<file path="src/rtl/branch_predict_unit.sv">
// Fetch PC register with a direct-mapped 2-bit-counter branch target table,
// plus same-cycle branch resolution, mispredict flush and a saturating mispredict counter.
module branch_predict_unit #(
    parameter int unsigned     PC_W     = 16,
    parameter int unsigned     IDX_W    = 3,
    parameter int unsigned     IMM_W    = 9,
    parameter logic [PC_W-1:0] RESET_PC = '0,
    parameter logic [1:0]      CNT_INIT = 2'b01,
    parameter int unsigned     PERF_W   = 16
) (
    input  logic              clk,
    input  logic              rst,
    input  logic              stall,
    input  logic              hlt,
    output logic [PC_W-1:0]   pc,
    output logic              pred_taken,
    output logic [PC_W-1:0]   pred_target,
    input  logic              ex_valid,
    input  logic              ex_br,
    input  logic              ex_breg,
    input  logic [2:0]        ex_cond,
    input  logic [2:0]        ex_flags,
    input  logic [IMM_W-1:0]  ex_imm,
    input  logic [PC_W-1:0]   ex_pc_plus2,
    input  logic [PC_W-1:0]   ex_reg_target,
    input  logic              ex_pred_taken,
    input  logic [PC_W-1:0]   ex_pred_target,
    output logic              br_taken,
    output logic              flush,
    output logic [PC_W-1:0]   redirect_pc,
    output logic [PERF_W-1:0] mispredict_cnt
);

    localparam int unsigned DEPTH = 1 << IDX_W;
    localparam int unsigned TAG_W = PC_W - IDX_W - 1;

    logic [PC_W-1:0]   pc_q, pc_d;
    logic [PERF_W-1:0] miss_cnt_q;
    logic              valid_q [DEPTH];
    logic [TAG_W-1:0]  tag_q   [DEPTH];
    logic [PC_W-1:0]   tgt_q   [DEPTH];
    logic [1:0]        cnt_q   [DEPTH];

    logic [IDX_W-1:0]  f_idx;
    logic              f_hit;
    logic              cond_ok;
    logic [PC_W-1:0]   imm_ext;
    logic [PC_W-1:0]   br_tgt;
    logic [IDX_W-1:0]  u_idx;
    logic [TAG_W-1:0]  u_tag;
    logic              u_hit;
    logic              mis_dir, mis_tgt, mis_nb;

    // Fetch-side lookup, combinational from the PC register
    assign f_idx       = pc_q[IDX_W:1];
    assign f_hit       = valid_q[f_idx] && (tag_q[f_idx] == pc_q[PC_W-1:IDX_W+1]);
    assign pred_taken  = f_hit & cnt_q[f_idx][1];
    assign pred_target = pred_taken ? tgt_q[f_idx] : '0;
    assign pc          = pc_q;

    // Condition evaluation against {N,V,Z}
    always_comb begin
        cond_ok = 1'b0;
        case (ex_cond)
            3'b000: cond_ok = ~ex_flags[0];
            3'b001: cond_ok = ex_flags[0];
            3'b010: cond_ok = ~ex_flags[0] & ~ex_flags[2];
            3'b011: cond_ok = ex_flags[2];
            3'b100: cond_ok = ex_flags[0] | ~ex_flags[2];
            3'b101: cond_ok = ex_flags[0] | ex_flags[2];
            3'b110: cond_ok = ex_flags[1];
            3'b111: cond_ok = 1'b1;
            default: cond_ok = 1'b0;
        endcase
    end

    assign imm_ext  = {{(PC_W-IMM_W){ex_imm[IMM_W-1]}}, ex_imm};
    assign br_tgt   = ex_breg ? ex_reg_target : ex_pc_plus2 + (imm_ext << 1);
    assign br_taken = ex_valid & ex_br & cond_ok;

    // Table slot of the resolving instruction, addressed by its own PC
    assign u_idx = IDX_W'((ex_pc_plus2 - PC_W'(2)) >> 1);
    assign u_tag = TAG_W'((ex_pc_plus2 - PC_W'(2)) >> (IDX_W + 1));
    assign u_hit = valid_q[u_idx] && (tag_q[u_idx] == u_tag);

    assign mis_dir     = ex_br & (br_taken != ex_pred_taken);
    assign mis_tgt     = ex_br & br_taken & (br_tgt != ex_pred_target);
    assign mis_nb      = ~ex_br & ex_pred_taken;
    assign flush       = ex_valid & (mis_dir | mis_tgt | mis_nb);
    assign redirect_pc = br_taken ? br_tgt : ex_pc_plus2;

    always_comb begin
        pc_d = pc_q + PC_W'(2);
        if (flush)
            pc_d = redirect_pc;
        else if (hlt || stall)
            pc_d = pc_q;
        else if (pred_taken)
            pc_d = pred_target;
    end

    always_ff @(posedge clk) begin
        if (rst) begin
            pc_q       <= RESET_PC;
            miss_cnt_q <= '0;
        end else begin
            pc_q <= pc_d;
            if (flush && (miss_cnt_q != '1))
                miss_cnt_q <= miss_cnt_q + PERF_W'(1);
        end
    end

    always_ff @(posedge clk) begin
        if (rst) begin
            for (int unsigned i = 0; i < DEPTH; i++) begin
                valid_q[i] <= 1'b0;
                tag_q[i]   <= '0;
                tgt_q[i]   <= '0;
                cnt_q[i]   <= CNT_INIT;
            end
        end else if (ex_valid) begin
            if (ex_br) begin
                if (u_hit) begin
                    if (br_taken) begin
                        tgt_q[u_idx] <= br_tgt;
                        if (cnt_q[u_idx] != 2'b11)
                            cnt_q[u_idx] <= cnt_q[u_idx] + 2'd1;
                    end else if (cnt_q[u_idx] != 2'b00) begin
                        cnt_q[u_idx] <= cnt_q[u_idx] - 2'd1;
                    end
                end else if (br_taken) begin
                    valid_q[u_idx] <= 1'b1;
                    tag_q[u_idx]   <= u_tag;
                    tgt_q[u_idx]   <= br_tgt;
                    cnt_q[u_idx]   <= 2'b10;
                end
            end else if (ex_pred_taken) begin
                valid_q[u_idx] <= 1'b0;
            end
        end
    end

    assign mispredict_cnt = miss_cnt_q;

endmodule

</file>
<file path="config.mk">
export PLATFORM = sky130hd
export DESIGN_NAME = branch_predict_unit
export DESIGN_NICKNAME = d
export VERILOG_FILES = /design/src/rtl/branch_predict_unit.sv
export SDC_FILE = /design/constraint.sdc
export NUM_CORES = 1
export LEC_CHECK = 0
export ABC_AREA = 1
export BUFFER_PORTS_ARGS = -buffer_cell sky130_fd_sc_hd__buf_2
export CORE_ASPECT_RATIO = 0.8
export CORE_MARGIN = 5
export CORE_UTILIZATION = 55
export DETAILED_ROUTE_END_ITERATION = 8
export PLACE_DENSITY = 0.8
export SETUP_SLACK_MARGIN = 0.02
export SLEW_MARGIN = 40
export SYNTH_ARGS = -nofsm -noshare
export SYNTH_HDL_FRONTEND = slang
export SYNTH_SLANG_ARGS = --single-unit
export TNS_END_PERCENT = 5
</file>
<file path="constraint.sdc">
create_clock -name clk -period 7.72 [get_ports clk]
set_clock_uncertainty 0.15 [all_clocks]
set_input_delay 0.386 -clock clk [delete_from_list [all_inputs] [get_ports clk]]
set_output_delay 0.386 -clock clk [all_outputs]
set_load 0.01 [all_outputs]
</file>
==> results of run 1 <==
where the power goes:
| part | internal, mW | total [mW] | switching [mW] |
|---|---|---|---|
| clock network | 0.737 | 1.34 | 0.606 |
| logic | 0.234 | 0.853 | 0.619 |
| registers | 1.75 | 1.80 | 0.0521 |
| total | 2.72 | 3.99 | 1.28 |
cells in the mapped netlist, types with 2 or more instances:
master    count
nand2_1     609
nor2_1      411
edfxtp_1    248
inv_1       165
nand3_1     158
a21oi_1     138
o21ai_0      97
clkbuf_1     53
buf_2        43
dfxtp_1      35
xor2_1       31
a221o_1      30
o22ai_1      24
nand4_1      21
o211ai_1     19
ha_1         17
nor3_1       14
or2_2        12
nand3b_1      9
inv_2         8
buf_1         6
clkinv_1      6
xnor2_1       6
nand2_2       5
or2_1         5
buf_4         4
nor4_1        4
a221oi_1      3
o21ai_1       3
xor2_2        3
a31oi_1       2
and2_1        2
nor2_2        2
routing by layer:
metal	GRT usage [%]	vias up	part of all wire, %
met2	46.68	1254	41
li1	-	7520	-
met1	48.81	7672	40
met4	10.18	0	3.4
met3	11.80	144	16
met5	0	-	0
worst min path at each step:
stage               slack, ps                         endpoint  depth (start not counted)                            start
CTS                       190               pc[9]$_SDFFE_PP0P_                          3                              rst
global placement          310  mispredict_cnt[15]$_SDFFE_PP0P_                          2  mispredict_cnt[15]$_SDFFE_PP0P_
detailed placement        330  mispredict_cnt[15]$_SDFFE_PP0P_                          2  mispredict_cnt[15]$_SDFFE_PP0P_
finish                    200               pc[9]$_SDFFE_PP0P_                          3                              rst
global route              220              pc[10]$_SDFFE_PP0P_                          3                              rst
floorplan                 350  mispredict_cnt[15]$_SDFFE_PP0P_                          2  mispredict_cnt[15]$_SDFFE_PP0P_
cells by family after synthesis:
family                     share of synthesized area, %
and+or+nand+nor                                   30.34
AOI/OAI and AO/OA                                 11.01
buffers and inverters                             6.798
DFF                                               48.17
xor gates and xnor gates                          2.301
adders and majority gates                         1.376
worst reg2reg max path, stage by stage, from the launching register on:
cell	delay [ps]
dfxtp_2	310
buf_4	630
clkinv_1	970
buf_4	510
o21ai_0	310
o21a_1	310
nand2_1	90
nor2_1	100
nand2_1	70
nor2_1	120
buf_4	220
nand2_1	280
nand2_1	190
a21oi_1	80
nand2_1	80
nand2_1	120
nor2_1	120
nor2_1	40
layout make-up:
type | count | area [um2] | share of cell area [%]
Sequential cell | 283 | 8150 | 43.51
Multi-Input combinational cell | 1638 | 7666 | 40.92
Inverter | 179 | 674.4 | 3.600
Timing Repair Buffer | 158 | 847.1 | 4.522
Tap cell | 413 | 516.7 | 2.758
Clock buffer | 35 | 768.2 | 4.101
Clock inverter | 16 | 110.1 | 0.5878
stage by stage:
step	utilization [%]	instance area (um2)	hold slack [ps]	worst slack [ps]
floorplan	-	16920	348.0	4618
global placement	58.60	17800	313.6	2687
detailed placement	58.71	17840	328.0	2525
CTS	61.60	18710	186.6	2594
global route	61.66	18730	216.5	2200
finish	61.66	18730	199.8	2387
sequential cells by signal (all words and copies together) (netlist names), named ones only:
signal,flops
tag_q,96
pc,16
cnt_q,16
mispredict_cnt,16
valid_q,8
tgt_q,128
==> results.yml, run 1 <==
outcome:
  status: "finished, final reports clean"
global_route:
  grt_max_degree: 91
  grt.overflow.total: 0
  grt_usage_pct: 33.36
  first_global_vias: 15081
  antenna_found_initial: 0
  grt_pass1_wl_um: 88540
floorplanning:
  io-pin-count: 138
  die_h_um: 166.9
  start_util_pct: 55.67
  rows: 57
  die_w_um: 206.1
  dieArea_um2: 34380
  core_um2: 30380
critical_path:
  worst_path_max_delay_cell: "clkinv_1"
  startpoint_type: "register"
  path_common_cell: "nand2_1"
  required_ps: 7180
  path_class: "register to output port"
  crit_path_end: "pred_target[11]"
  cp_slowest_stage_delay_ps: 900
  cp_num_buf_inv: 4
  critical-path-top-delay-family: "buffers and inverters"
  worst-path-max-fanout: 68
  r2r-end: "pc[15]$_SDFFE_PP0P_"
  worst-r2r-cell-count: 17
  regToRegSetupSlack_ps: 2900
  crit_chain: "buf_4 > clkinv_1 > buf_4 > nor3_1 > nand2_1 > nand3_1 > nand3_1 > nor2_1 > nand2_1 > nor2_1 > nand2_1 > a21oi_1 > buf_2"
  critical_path.endpoint_type: "output port"
  cp.depth: 13
  crit_arrival_ps: 4800
yosys:
  synth_edf_count: 248
  netlist.area_leader.share_pct: 44.03
  syn_nets: 2296
  yosysTopAreaCell: "edfxtp_1"
  ys_seq_elements: 283
  synth_cell_types: 47
  seq_area_frac_synth_pct: 48.17
  netlist_area_um2: 16910
  synthCells: 2207
  yosys-top-cells-area: "edfxtp_1, nand2_1, nor2_1"
  async_reset_ff_share_pct: 0
  avgSynthCellArea_um2: 7.664
  yosysWarnings: 0
  ys.flop_type: "edfxtp_1"
placed_design:
  place_inst: 2671
  place_congestion: 1.016
  dp_hpwl_um: 42180
  port-buffer-count: 137
clock_tree:
  cts_tree: "done"
  ctsHoldBuffers: 0
  clkTransAtPathRegs_ps: 70
  cts_root_buffer: "clkbuf_16"
  htreeDepth: 1
  cts_buffers: 29
  clockBufferDepth: 3
  cts.sinks: 283
  cts_resized: 0
  clkLatencyLatePin_ps: 570
  post_cts_buffers: 0
drt:
  drtIter0Drc: 2820
  firstDrtPassIters: 8
  ant_nets: 0
  drc: 0
  vias_per_cell: 6.095
  wl_per_cell_um: 21.57
  vias: 16590
  wirelength_um: 58710
timing:
  layout_min_cycle_time_ps: 5333
  finalSetupViolations: 0
  hold_viol: 0
  maxSlewViolCount: 0
  timing.final.crit_share_pct: 69.08
  fmax_mhz: 187.5
  worst-slew-pin-transition_ps: 942.0
  tns_ps: 0
  maxSlewHeadroom_pct: 37.05
  rsz0062_at_grt: "false"
pwr:
  vdd_drop_max_v: 0.0001501
  cellLeakagePower_nw: 8.234
  p_per_area_nw_per_um2: 213.2
  power_mw: 3.995
final_layout:
  layout_common_cells: "nand2_1, nor2_1, edfxtp_1, inv_1, nand3_1"
  fin_nets: 2378
  area_growth_pct: 10.75
  mostFrequentLayoutCell: "nand2_1"
  final_cells: 2722
  nFillCells: 2666
  drive_above_1_share_pct: 10.70
  diodes: 0
min_path:
  hold_path.class: "primary input to register"
run:
  drv_cap: 0
No activity file was read; power rests on OpenSTA's default activity.
==> run 2: changes to the inputs <==
--- a/config.mk
+++ b/config.mk
@@ -11,7 +11,7 @@
 export CORE_MARGIN = 5
 export CORE_UTILIZATION = 55
 export DETAILED_ROUTE_END_ITERATION = 8
-export PLACE_DENSITY = 0.8
+export PLACE_DENSITY = 0.83
 export SETUP_SLACK_MARGIN = 0.02
 export SLEW_MARGIN = 40
 export SYNTH_ARGS = -nofsm -noshare
==> constraint.sdc (replaced) <==
create_clock -name clk -period 4.45 [get_ports clk]
set_clock_uncertainty 0.15 [all_clocks]
set_input_delay 0.2225 -clock clk [delete_from_list [all_inputs] [get_ports clk]]
set_output_delay 0.2225 -clock clk [all_outputs]
set_load 0.01 [all_outputs]
==> results.yml, run 2 (same netlist as run 1, synthesis figures left out) <==
outcome:
  status: "finished, final reports clean"
timing:
  maxSlewViolCount: 0
  hold_viol: 0
  rsz0062_at_grt: "false"
  layout_min_cycle_time_ps: 3989
  maxSlewHeadroom_pct: 36.92
  hold_ws_ps: 98.38
  tns_ps: 0
  fmax_mhz: 250.7
  worst-slew-pin-transition_ps: 936.4
  finalSetupViolations: 0
  timing.final.crit_share_pct: 89.64
global_route:
  first_global_vias: 15555
  grt_usage_pct: 32.43
  grt_pass1_wl_um: 87690
  grt_max_degree: 91
  antenna_found_initial: 0
  grt.overflow.total: 0
final_layout:
  area_growth_pct: 12.91
  largest-register: "tgt_q"
  largest_reg_flops: 128
  layout_common_cells: "nand2_1, nor2_1, edfxtp_1, inv_1, nand3_1"
  mostFrequentLayoutCell: "nand2_1"
  drive_above_1_share_pct: 11.69
  nFillCells: 2657
  reg.largest.list: "tgt_q: 128 flops, tag_q: 96 flops"
  diodes: 0
  fin_nets: 2409
drt:
  wirelength_um: 57440
  firstDrtPassIters: 5
  wl_per_cell_um: 20.83
  drtIter0Drc: 2440
  ant_nets: 0
  drc: 0
  vias_per_cell: 6.061
  vias: 16711
run:
  drv_cap: 0
floorplanning:
  die_w_um: 206.1
  core_um2: 30380
  io-pin-count: 138
  die_h_um: 166.9
  start_util_pct: 55.67
  rows: 57
  dieArea_um2: 34380
critical_path:
  required_ps: 4080
  startpoint_type: "register"
  worst-path-max-fanout: 20
  crit_arrival_ps: 3620
  path_class: "register to output port"
  critical_path.endpoint_type: "output port"
clock_tree:
  cts_tree: "done"
  htreeDepth: 1
  clkTransAtPathRegs_ps: 70
  clockBufferDepth: 3
  cts_root_buffer: "clkbuf_16"
  cts_buffers: 30
  cts_resized: 0
  clkLatencyLatePin_ps: 570
  cts.sinks: 283
  ctsHoldBuffers: 0
  post_cts_buffers: 0
min_path:
  hold_path.class: "primary input to register"
pwr:
  vdd_drop_max_v: 0.0002466
  cellLeakagePower_nw: 8.457
  p_per_area_nw_per_um2: 382.1
placed_design:
  port-buffer-count: 137
  dp_hpwl_um: 41550
  place_congestion: 1.023
run 2: cell types whose count changed in the layout (fill, tap and decap cells not counted), moves of 2 or more:
cell	before	now
nand2_1	602	609
o21ai_1	9	7
clkbuf_16	29	31
clkinv_1	12	14
buf_4	20	50
bufinv_16	1	6
clkbuf_8	2	0
o21ai_0	91	93
nand2_2	12	5
clkbuf_1	4	2
run 2: worst paths after layout:
kind | startpoint | end | slack, ps | cells past startpoint
max | register | pred_target[6] | 460 | 15
min | rst | pc[11]$_SDFFE_PP0P_ | 100 | 3
max reg2reg | register | pc[14]$_SDFFE_PP0P_ | 640 | 16
min reg2reg | mispredict_cnt[15]$_SDFFE_PP0P_ | mispredict_cnt[15]$_SDFFE_PP0P_ | 350 | 2
run 2: final cells by class:
cell class	instances	area, um2	area share, %
Timing Repair Buffer	188	1072	5.615
Inverter	179	676.9	3.544
Multi-Input combinational cell	1638	7630	39.95
Clock inverter	23	269.0	1.409
Clock buffer	33	783.3	4.101
Sequential cell	283	8150	42.68
Tap cell	413	516.7	2.706
run 2: routing by layer:
layer  wire [um]  GRT usage, %  vias up  part of all wire (%)
li1            -             -     7568                     -
met1       22170         47.44     7741                    39
met2       24200         46.78     1249                    42
met3        9317         9.876      153                    16
met4        1753         9.456        0                   3.1
met5           0             0        -                     0
run 2: critical path, cell delays in order (launching register included):
cell,delay (ps)
dfxtp_2,330
clkinv_1,640
buf_4,450
nor2_1,110
o21ai_0,80
nand3_1,200
nand2_1,80
nand2_1,110
nand2_1,60
a21oi_1,130
nand2_1,60
nor2_1,100
nand2_1,70
buf_4,210
a21oi_1,220
buf_2,190
run 2: per-stage QoR:
stage	worst slack, ps	power (mW)	cell area [um2]	util [%]	instances
finish	461.0	7.297	19100	62.86	2757
global route	334.8	7.549	19100	62.86	2757
CTS	567.3	7.231	19100	62.85	2757
detailed placement	227.5	4.607	18040	59.39	2701
global placement	284.8	4.580	18030	59.34	2701
floorplan	1512	4.077	16920	-	2207
run 2: power by group:
| part | internal (mW) | switching (mW) | leakage, nW |
|---|---|---|---|
| Sequential | 3.03 | 0.0812 | 2.63 |
| Clock | 1.61 | 1.07 | 0.513 |
| Combinational | 0.425 | 1.08 | 5.31 |
| Total | 5.07 | 2.23 | 8.46 |
